==> config.mk <==
export PLATFORM = sky130hd
export DESIGN_NAME = afifo_wr_arbiter
export DESIGN_NICKNAME = d
export VERILOG_FILES = /design/src/rtl/afifo_arb_pkg.sv /design/src/rtl/afifo_rr_pick.sv /design/src/rtl/afifo_wr_arbiter.sv
export SDC_FILE = /design/constraint.sdc
export NUM_CORES = 1
export LEC_CHECK = 0
export BUFFER_PORTS_ARGS = -buffer_cell sky130_fd_sc_hd__buf_4
export CAP_MARGIN = 40
export CORE_ASPECT_RATIO = 0.9
export CORE_UTILIZATION = 45
export CTS_CLUSTER_DIAMETER = 100
export DETAILED_ROUTE_END_ITERATION = 16
export PLACE_DENSITY = 0.89
export SYNTH_ARGS = -nofsm -noshare
export SYNTH_HDL_FRONTEND = slang
export SYNTH_HIERARCHICAL = 1
export SYNTH_SLANG_ARGS = --single-unit
export TNS_END_PERCENT = 30
==> constraint.sdc <==
create_clock -name wclk -period 5.07 [get_ports wclk]
set_clock_uncertainty 0.05 [all_clocks]
set_input_delay 1.2675 -clock wclk [delete_from_list [all_inputs] [get_ports wclk]]
set_output_delay 1.2675 -clock wclk [all_outputs]
set_load 0.02 [all_outputs]
==> src/rtl/afifo_arb_pkg.sv <==
// Shared types and helpers for the async-FIFO write-port round-robin arbiter.
package afifo_arb_pkg;

  typedef enum logic {
    IDLE = 1'b0,
    OWN  = 1'b1
  } arb_state_e;

  localparam int unsigned MAX_NUM_REQ = 16;
  localparam int unsigned REQ_IDX_W   = $clog2(MAX_NUM_REQ);

  // Index width for n requesters; never narrower than one bit.
  function automatic int unsigned req_idx_w(input int unsigned n);
    return (n < 2) ? 1 : $clog2(n);
  endfunction

  // Round-robin successor with explicit wrap, so non-power-of-two counts stay in range.
  function automatic int unsigned rr_next(input int unsigned ptr, input int unsigned n);
    return (ptr + 1 >= n) ? 0 : ptr + 1;
  endfunction

endpackage

==> src/rtl/afifo_rr_pick.sv <==
// Combinational round-robin picker: first set bit of req_i at or above ptr_i, wrapping at NUM_REQ-1.
module afifo_rr_pick #(
  parameter int unsigned NUM_REQ = 4,
  parameter int unsigned IDX_W   = 2
) (
  input  logic [NUM_REQ-1:0] req_i,
  input  logic [IDX_W-1:0]   ptr_i,
  output logic               hit_o,
  output logic [IDX_W-1:0]   idx_o
);

  localparam int unsigned SUM_W = IDX_W + 1;

  logic [SUM_W-1:0] cand;
  logic             found;

  // One extra bit holds ptr+k before the explicit wrap back into [0, NUM_REQ).
  always_comb begin
    cand  = '0;
    found = 1'b0;
    idx_o = '0;
    for (int unsigned k = 0; k < NUM_REQ; k++) begin
      cand = {1'b0, ptr_i} + SUM_W'(k);
      if (cand >= SUM_W'(NUM_REQ)) begin
        cand = cand - SUM_W'(NUM_REQ);
      end
      if (!found && req_i[cand[IDX_W-1:0]]) begin
        found = 1'b1;
        idx_o = cand[IDX_W-1:0];
      end
    end
    hit_o = found;
  end

endmodule

==> src/rtl/afifo_wr_arbiter.sv <==
// Round-robin arbiter in front of the async-FIFO write port with a one-entry output stage.
// Define AFIFO_ARB_BURST_EN to let an owner keep the grant until req_last or MAX_BURST beats.
module afifo_wr_arbiter
  import afifo_arb_pkg::*;
#(
  parameter int unsigned DATA_WIDTH = 32,
  parameter int unsigned NUM_REQ    = 4,
  parameter int unsigned MAX_BURST  = 8
) (
  input  logic                            wclk,
  input  logic                            wrst,
  input  logic [NUM_REQ-1:0]              req_valid,
  input  logic [NUM_REQ*DATA_WIDTH-1:0]   req_data,
  input  logic [NUM_REQ-1:0]              req_last,
  output logic [NUM_REQ-1:0]              req_ready,
  output logic                            winc,
  output logic [DATA_WIDTH-1:0]           wdata,
  input  logic                            wfull,
  output logic [$clog2(NUM_REQ)-1:0]      grant_id
);

  localparam int unsigned IDX_W  = req_idx_w(NUM_REQ);
  localparam int unsigned BEAT_W = $clog2(MAX_BURST + 1);

  arb_state_e            state_q, state_d;
  logic [IDX_W-1:0]      rr_ptr_q, rr_ptr_d;
  logic [IDX_W-1:0]      grant_id_q, grant_id_d;
  logic [BEAT_W-1:0]     beat_cnt_q, beat_cnt_d;
  logic                  out_vld_q, out_vld_d;
  logic [DATA_WIDTH-1:0] out_data_q, out_data_d;

  logic [NUM_REQ-1:0]    owner_mask;
  logic [NUM_REQ-1:0]    eligible;
  logic                  pick_hit;
  logic [IDX_W-1:0]      pick_idx;
  logic                  drain;
  logic                  can_load;
  logic                  accept;
  logic                  terminal;
  logic [DATA_WIDTH-1:0] sel_data;
`ifdef AFIFO_ARB_BURST_EN
  logic                  sel_last;
`else
  logic                  unused_last;
  assign unused_last = ^req_last;
`endif

  // While a burst is owned only the owner may compete; rr_ptr is left untouched.
  assign owner_mask = NUM_REQ'(1) << grant_id_q;
  assign eligible   = (state_q == OWN) ? (req_valid & owner_mask) : req_valid;

  // A buffered beat is never written in the reset cycle, so nothing stale reaches the FIFO.
  assign drain    = out_vld_q & ~wfull & ~wrst;
  assign can_load = (~out_vld_q | drain) & ~wrst;

  assign winc     = drain;
  assign wdata    = out_data_q;
  assign grant_id = grant_id_q;

  afifo_rr_pick #(
    .NUM_REQ (NUM_REQ),
    .IDX_W   (IDX_W)
  ) u_pick (
    .req_i (eligible),
    .ptr_i (rr_ptr_q),
    .hit_o (pick_hit),
    .idx_o (pick_idx)
  );

  // State register
  always_ff @(posedge wclk) begin
    if (wrst) begin
      state_q <= IDLE;
    end else begin
      state_q <= state_d;
    end
  end

  // Next-state logic
  always_comb begin
    state_d = state_q;
    case (state_q)
      IDLE:    if (accept && !terminal) state_d = OWN;
      OWN:     if (accept && terminal)  state_d = IDLE;
      default: state_d = IDLE;
    endcase
  end

  // Handshake, lane select and datapath next values
  always_comb begin
    sel_data = '0;
`ifdef AFIFO_ARB_BURST_EN
    sel_last = 1'b0;
`endif
    for (int unsigned i = 0; i < NUM_REQ; i++) begin
      if (pick_idx == IDX_W'(i)) begin
        sel_data = req_data[i*DATA_WIDTH +: DATA_WIDTH];
`ifdef AFIFO_ARB_BURST_EN
        sel_last = req_last[i];
`endif
      end
    end

    accept = pick_hit & can_load;
`ifdef AFIFO_ARB_BURST_EN
    terminal = sel_last | (beat_cnt_q == BEAT_W'(MAX_BURST - 1));
`else
    terminal = 1'b1;
`endif

    req_ready = '0;
    if (accept) begin
      req_ready[pick_idx] = 1'b1;
    end

    out_vld_d  = accept | (out_vld_q & ~drain);
    out_data_d = accept ? sel_data : out_data_q;
    grant_id_d = accept ? pick_idx : grant_id_q;

    rr_ptr_d = rr_ptr_q;
    if (accept && (state_q == IDLE)) begin
      rr_ptr_d = IDX_W'(rr_next(32'(pick_idx), NUM_REQ));
    end

    beat_cnt_d = beat_cnt_q;
    if (accept) begin
      beat_cnt_d = terminal ? '0 : beat_cnt_q + BEAT_W'(1);
    end
  end

  // Datapath registers
  always_ff @(posedge wclk) begin
    if (wrst) begin
      rr_ptr_q   <= '0;
      grant_id_q <= '0;
      beat_cnt_q <= '0;
      out_vld_q  <= 1'b0;
      out_data_q <= '0;
    end else begin
      rr_ptr_q   <= rr_ptr_d;
      grant_id_q <= grant_id_d;
      beat_cnt_q <= beat_cnt_d;
      out_vld_q  <= out_vld_d;
      out_data_q <= out_data_d;
    end
  end

endmodule
==> results of run 1 <==
[cell usage after synthesis (2+ instances only)]
cell,count,area (um2)
o21ai_0,4,20.0
nand3_1,3,15.0
o221ai_1,9,78.8
clkbuf_1,4,15.0
nor2_1,4,15.0
a311oi_1,8,70.1
and3b_2,8,80.1
dfxtp_1,38,761
a221oi_1,4,35.0
ha_1,4,50.1
buf_4,3,22.5
inv_1,7,26.3
nor3b_1,2,15.0
inv_2,2,7.51
nand2_1,10,37.5
o22ai_1,24,150
a21oi_1,17,85.1
a221oi_2,20,300
a21o_1,8,60.1
nand2b_1,28,175
o32ai_1,24,210
nand4b_1,2,17.5
buf_2,14,70.1
buf_6,7,78.8
a21boi_0,3,22.5
[worst reg2reg max path, cell delays in order (launching register included)]
cell and delay, ps:
dfxtp_1 370, nand2b_1 160, a21boi_0 350, inv_1 130
a221o_1 360, a21oi_1 210, buf_4 170, ha_2 170
buf_4 450, nor2b_2 110, buf_4 260, a221oi_1 380
o32ai_1 120
[final cells by class]
| cell class | count | area [um2] |
|---|---|---|
| clock buffers | 8 | 110 |
| fillers | 418 | 1420 |
| inverters | 10 | 37.5 |
| multi-input cells | 195 | 1540 |
| flip-flops and latches | 38 | 761 |
| well taps | 67 | 83.8 |
| repair buffers | 182 | 1370 |
[placed cells by master, fill, tap and decap left out]
| cell | netlist | routed |
|---|---|---|
| buf_4 | 3 | 182 |
| dfxtp_1 | 38 | 38 |
| nand2b_1 | 28 | 28 |
| o22ai_1 | 24 | 24 |
| o32ai_1 | 24 | 24 |
| a221oi_2 | 20 | 20 |
| a21oi_1 | 17 | 17 |
| nand2_1 | 10 | 10 |
| o221ai_1 | 9 | 9 |
| and3b_2 | 8 | 8 |
| a21o_1 | 8 | 8 |
| a311oi_1 | 8 | 8 |
| clkbuf_8 | 1 | 8 |
| inv_1 | 7 | 7 |
| nor2_1 | 4 | 4 |
| o21ai_0 | 4 | 4 |
| a221oi_1 | 4 | 4 |
| a21boi_0 | 3 | 3 |
| nand3_1 | 3 | 3 |
| ha_1 | 4 | 3 |
| nor3b_1 | 2 | 2 |
| nor2b_2 | 1 | 2 |
| inv_2 | 2 | 2 |
| nand4b_1 | 2 | 2 |
| clkinv_1 | 1 | 1 |
| nand2_2 | 1 | 1 |
| and3_1 | 1 | 1 |
| and3_2 | 1 | 1 |
| and2_1 | 1 | 1 |
| or2_1 | 1 | 1 |
| o21a_2 | 1 | 1 |
| nor2_2 | 1 | 1 |
| o41ai_1 | 1 | 1 |
| o21ai_1 | 1 | 1 |
| o31ai_1 | 1 | 1 |
| ha_2 | 0 | 1 |
| a221o_1 | 1 | 1 |
[power breakdown]
group | switching, mW | internal, mW | leakage, nW
combinational | 0.287 | 0.265 | 1.39
sequential | 0.0292 | 0.348 | 0.314
clock | 0.108 | 0.138 | 0.0575
total | 0.424 | 0.750 | 1.76
[flip-flops by register name, indices dropped and copies added (netlist names)]
register,cells
grant_id,2
out_vld_q,1
rr_ptr_q,2
state_q,1
wdata,32
[routing by layer]
metal / vias to the layer above / wire (um)
met5: - / 0
met4: 0 / 126
met3: 14 / 805
met2: 170 / 4470
met1: 1405 / 3410
li1: 1407 / -
[worst paths after layout]
| check | from | end | slack, ps | depth (start not counted) |
|---|---|---|---|---|
| worst max-delay path | req_valid[2] | req_ready[2] | 230 | 8 |
| worst min-delay path | wdata[29] | wdata[29] | 450 | 2 |
| worst max register to register | grant_id[1] | wdata[15] | 1650 | 12 |
| worst min register to register | wdata[29] | wdata[29] | 450 | 2 |
[logic make-up (layout without fill, tap and decap cells)]
logic type,count (synthesis),after routing,synth area share [%]
and+or+nand+nor,65,65,16.2
AOI/OAI and AO/OA,126,126,42.4
DFF,38,38,30.1
adders and majority gates,4,4,1.98
buffers and inverters,39,200,9.40
==> impl_metrics.ini, run 1 <==
[setup_path]
worstPathCellList = buf_4 -> a21boi_0 -> o21ai_0 -> a21oi_1 -> ha_1 -> clkinv_1 -> nor2_1 -> buf_4
slowest_delay_ps = 490
required_ps = 3750
critical_path.slowest_cell = ha_1
cp-end-kind = output pin
cpMostUsedCell = buf_4
cp-start-kind = input port
critPathTopFamily = compound AO/OA/AOI/OAI gates
worst-path-buf-inv = 3
crit_fanout = 11
arrival_ps = 3520
critPathKind = in2out

[power_and_ir_drop]
p_leak_nw = 1.76
vdd.ir_drop.worst_mv = 0.190
power_density_mw_per_mm2 = 302
total_power_mw = 1.17

[timing]
tightest_slew_ps = 809
tns_ps = 0
rsz0062_at_grt = false
slew_headroom_pct = 45.7
worst_slack_ps = 231
period_needed_ps = 4840
whs_ps = 445
setup_violations = 0
finalMaxSlewViolations = 0
fmax_mhz = 207
finalHoldViolCount = 0
post-route-period-util_pct = 95.4

[routing]
finalWirelength_um = 8810
ant_nets = 0
first_iter_violations = 171
vias = 2996
dr.pass1.iters = 4
drc = 0
wl_per_cell_um = 17.6
via_per_inst = 5.99

[floorplanning]
rows = 25
chipWidth_um = 81.0
ios = 178
initial_core_util_pct = 47.6
dieArea_mm2 = 0.00593
die_h_um = 73.1
core_area_mm2 = 0.00532

[clock_network]
cts_hold_buf = 0
cts_tree = yes
root_buffer = clkbuf_8
post_cts_buffers = 0
path_clk_slew_ps = 70
cts_max_level = 2
clock_latency_ps = 280
cts_resized = 0
cts_sinks = 38
cts_max_path_buffers = 2
cts_inserted_buffers = 5

[yosys]
ys_warn_count = 6
syn_area_mm2 = 0.00253
synth_cell_types = 40
ys_seq_elements = 38
synthFlopType = dfxtp_1
synth.yosys.seq_area_share_pct = 30.1
synth_nets = 415
synth_edf_count = 0
synth-async-reset-ratio_pct = 0
avgSynthCellArea_um2 = 9.30
netlist_instances = 272

[global_routing]
top_usage_layer = met2
grt_start_max_net_pins = 44
grt_use_met2_pct = 54.9
grtUsageMet1_pct = 33.5
overflow = 0
grt_pass1_vias = 3026
met3_usage_pct = 6.63
antenna_found_initial = 0
grt_pass1_wl_um = 13600
track_usage_pct = 29.8

[placement]
hpwlAfterDp_um = 6430
dp_worst_setup_slack_ps = 329
finalWeightedCongestion = 0.859
place_area_mm2 = 0.00378
port_buffers = 173
placed_cells = 492

[final_layout]
fin_cells = 500
post-route-util_pct = 73.2
stdcell_area_mm2 = 0.00389
layout.nets = 575
n_antenna_cell = 0
drive_gt1_share_pct = 52.4
syn2layout_area_growth_pct = 54.0

[status]
outcome = complete, no violations

[hold_path]
hold_path_class = reg2reg

[run]
cap_violations = 0
Note: power is estimated with default switching activity, not from simulation.
==> run 2: changes to the inputs <==
--- a/config.mk
+++ b/config.mk
@@ -8,6 +8,7 @@
 export BUFFER_PORTS_ARGS = -buffer_cell sky130_fd_sc_hd__buf_4
 export CAP_MARGIN = 40
 export CORE_ASPECT_RATIO = 0.9
+export CORE_MARGIN = 4
 export CORE_UTILIZATION = 45
 export CTS_CLUSTER_DIAMETER = 100
 export DETAILED_ROUTE_END_ITERATION = 16
==> run 2 against run 1 <==
Effect of this change:
- maximum frequency up 3.4%
- final cell count up 0.20%
- worst hold slack better by 3.1 ps
- register-to-register slack better by 60 ps
- largest cell class unchanged
- highest routed layer unchanged
==> impl_metrics.ini, run 2 (same netlist as run 1, synthesis figures left out) <==
[status]
outcome = complete, no violations

[routing]
vias = 2972
via_per_inst = 5.93
ant_nets = 0
wl_per_cell_um = 18.3
dr.pass1.iters = 4
drc = 0
finalWirelength_um = 9180
first_iter_violations = 112

[setup_path]
cp-end-kind = output pin
crit_fanout = 11
required_ps = 3750
r2r_start = grant_id[0]
cp-start-kind = input port
arrival_ps = 3360
setup.worst_path.start = req_valid[2]
critPathKind = in2out

[timing]
fmax_mhz = 214
tns_ps = 0
finalMaxSlewViolations = 0
setup_violations = 0
slew_headroom_pct = 44.6
post-route-period-util_pct = 92.3
tightest_slew_ps = 825
rsz0062_at_grt = false
worst_slack_ps = 390
period_needed_ps = 4680
finalHoldViolCount = 0

[final_layout]
post-route-util_pct = 72.6
final_common_cell = buf_4
n_antenna_cell = 0
stdcell_area_mm2 = 0.00388
syn2layout_area_growth_pct = 53.5
drive_gt1_share_pct = 52.3
layout.nets = 576
largest_register_ffs = 32
fill_cells = 408
mostFrequentLayoutCells = buf_4, dfxtp_1, nand2b_1, o22ai_1, o32ai_1

[run]
cap_violations = 0

[hold_path]
min-delay-start = wdata[22]
hold_path_class = reg2reg

[floorplanning]
ios = 178
dieArea_mm2 = 0.00689
initial_core_util_pct = 47.3
chipWidth_um = 87.0
core_area_mm2 = 0.00535
die_h_um = 79.1
rows = 25

[global_routing]
top_usage_layer = met2
grt_pass1_vias = 3095
grt_pass1_wl_um = 14400
grt_start_max_net_pins = 44
met3_usage_pct = 7.99
grtUsageMet1_pct = 28.4
track_usage_pct = 25.9
antenna_found_initial = 0
grt_use_met2_pct = 48.1
overflow = 0

[clock_network]
path_clk_slew_ps = 70
cts_sinks = 38
clock_latency_ps = 280
cts_resized = 0
cts_max_level = 2
root_buffer = clkbuf_8
post_cts_buffers = 0
cts_max_path_buffers = 2
cts_hold_buf = 0
cts_inserted_buffers = 5
cts_tree = yes

[placement]
hpwlAfterDp_um = 6860
finalWeightedCongestion = 0.804
place_area_mm2 = 0.00379
port_buffers = 173
dp_worst_setup_slack_ps = 436

[power_and_ir_drop]
vdd.ir_drop.worst_mv = 0.137
power_density_mw_per_mm2 = 294
total_power_mw = 1.14
p_leak_nw = 1.76
-- run 2: cell count changes in the layout (fill, tap and decap cells not counted) --
cell and change:
clkbuf_8 -2, buf_4 +1, clkbuf_1 +1, clkinv_2 +1
-- run 2: metrics by stage --
stage,hold slack [ps],cells
4_1_cts,449,501
3_3_place_gp,429,493
5_1_grt,465,501
6_report,448,501
2_1_floorplan,421,272
3_5_place_dp,432,493
-- run 2: area by class of cell --
type	count	area, um2	area share, %
repair buffers	183	1370	35.4
clock inverters	1	5.00	0.129
multi-input cells	195	1540	39.6
flip-flops and latches	38	761	19.6
clock buffers	7	86.3	2.22
well taps	67	83.8	2.16
inverters	10	37.5	0.966
-- run 2: critical path: stages --
cell and delay, ps:
buf_4 80, a21boi_0 300, o21ai_0 150, a21oi_1 370
ha_1 490, clkinv_1 360, nor2_1 180, buf_4 150
-- run 2: layer usage --
metal	wire [um]	vias to the layer above
li1	-	1409
met5	0	-
met2	4720	145
met4	113	0
met1	3510	1408
met3	836	10
-- run 2: final timing paths --
path              slack (ps)            to  depth (start not counted)
setup / recovery         390  req_ready[2]                          8
hold / removal           450     wdata[22]                          2
setup reg to reg        1710     wdata[30]                         12
hold reg to reg          450     wdata[22]                          2
-- run 2: power by group --
group	internal, mW	total [mW]	leakage [nW]	switching, mW
clock network	0.110	0.211	0.0482	0.101
logic	0.265	0.554	1.39	0.289
registers	0.348	0.376	0.314	0.0280
==> run 3: changes to the inputs <==
--- a/config.mk
+++ b/config.mk
@@ -13,6 +13,7 @@
 export CTS_CLUSTER_DIAMETER = 100
 export DETAILED_ROUTE_END_ITERATION = 16
 export PLACE_DENSITY = 0.89
+export RECOVER_POWER = 100
 export SYNTH_ARGS = -nofsm -noshare
 export SYNTH_HDL_FRONTEND = slang
 export SYNTH_HIERARCHICAL = 1
==> run 3 against run 2 <==
Effect of this change:
- the run now ends with max-capacitance violations, max-slew violations left
- largest cell class unchanged
- via count down 0.87%
- clock-buffer cell count unchanged
- final cell count unchanged
- highest routed layer unchanged
- worst hold slack worse by 2.8 ps
==> impl_metrics.ini, run 3 (same netlist as run 1, synthesis figures left out) <==
[status]
outcome = finished with violations
violations = max-capacitance violations, max-slew violations

[clock_network]
cts_tree = yes
cts_max_level = 2
root_buffer = clkbuf_8
cts_hold_buf = 0
cts_max_path_buffers = 2
path_clk_slew_ps = 70
cts_sinks = 38
clock_latency_ps = 280
cts_inserted_buffers = 5
cts_resized = 0
post_cts_buffers = 0

[final_layout]
fill_cells = 453
n_antenna_cell = 0
final_common_cell = buf_4
drive_gt1_share_pct = 42.2
mostFrequentLayoutCells = buf_4, clkbuf_1, dfxtp_1, nand2b_1
largest_register_ffs = 32
layout.nets = 576
syn2layout_area_growth_pct = 47.1
post-route-util_pct = 69.6

[setup_path]
required_ps = 3750
worstPathCellList = clkbuf_4 -> a21boi_0 -> o21ai_0 -> a21oi_1 -> ha_1 -> clkinv_1 -> nor2_1 -> buf_4
slowest_delay_ps = 490
cp-end-kind = output pin
crit_fanout = 11
critical_path.slowest_cell = ha_1
arrival_ps = 3390
cp-start-kind = input port
critPathKind = in2out

[global_routing]
overflow = 0
antenna_found_initial = 0
grt_start_max_net_pins = 44
grt_pass1_vias = 3095
grt_pass1_wl_um = 14400
track_usage_pct = 25.9

[floorplanning]
initial_core_util_pct = 47.3
rows = 25
chipWidth_um = 87.0
core_area_mm2 = 0.00535
ios = 178
die_h_um = 79.1
dieArea_mm2 = 0.00689

[timing]
finalMaxSlewViolations = 44
setup_violations = 0
rsz0062_at_grt = false
tns_ps = 0
finalHoldViolCount = 0
period_needed_ps = 4700
fmax_mhz = 213
slew_headroom_pct = -4.19
whs_ps = 445
tightest_slew_ps = 1560
post-route-period-util_pct = 92.8

[placement]
finalWeightedCongestion = 0.804
port_buffers = 173
hpwlAfterDp_um = 6860

[run]
cap_violations = 1

[routing]
drc = 0
finalWirelength_um = 9170
via_per_inst = 5.88
ant_nets = 0
first_iter_violations = 135
wl_per_cell_um = 18.3
dr.pass1.iters = 4
vias = 2946

[power_and_ir_drop]
vdd.ir_drop.worst_mv = 0.133
p_leak_nw = 1.59
power_density_mw_per_mm2 = 295

[hold_path]
hold_path_class = reg2reg
## run 3: changes by cell type in the layout (fill, tap and decap cells not counted), sizes merged
cell / before / now
clkbuf: 7 / 50
buf: 183 / 140
## run 3: through the flow
| stage | instance area (um2) | std cells | worst slack [ps] | power [mW] |
|---|---|---|---|---|
| after detailed placement | 3790 | 493 | 436 | 0.935 |
| after global placement | 3790 | 493 | 549 | 0.919 |
| after global routing | 3720 | 501 | 74.8 | 1.17 |
| after CTS | 3880 | 501 | 445 | 1.15 |
| final | 3720 | 501 | 366 | 1.10 |
| after floorplan | 2530 | 272 | 594 | 0.731 |
## run 3: final timing paths
kind                     start            to  slack (ps)  depth (start not counted)
setup reg to reg   grant_id[1]      wdata[4]        1010                         12
setup / recovery  req_valid[2]  req_ready[2]         370                          8
hold reg to reg      wdata[21]     wdata[21]         450                          2
hold / removal       wdata[21]     wdata[21]         450                          2
## run 3: critical path: cells and delay by family
kind                       cells  cell delay (ps)
AOI/OAI and AO/OA              3              830
buffers and inverters          3              620
adders and majority gates      1              490
and+or+nand+nor                1              180
## run 3: final cells by class
class | instances | area, um2 | area share [%]
well taps | 67 | 83.8 | 2.25
clock inverters | 1 | 5.00 | 0.134
multi-input cells | 195 | 1530 | 41.1
clock buffers | 7 | 86.3 | 2.32
repair buffers | 183 | 1220 | 32.8
flip-flops and latches | 38 | 761 | 20.4
inverters | 10 | 37.5 | 1.01
## run 3: power by group
group          internal, mW  total (mW)  switching, mW
clock network         0.110       0.209         0.0996
registers             0.348       0.375         0.0272
logic                 0.224       0.513          0.289
total                 0.681        1.10          0.416
## run 3: metal layers
layer / wire length (um) / GRT usage, % / up-vias
li1: - / - / 1407
met1: 3510 / 28.4 / 1381
met2: 4710 / 48.1 / 148
met3: 841 / 7.99 / 10
met4: 104 / 6.23 / 0
met5: 0 / 0 / -
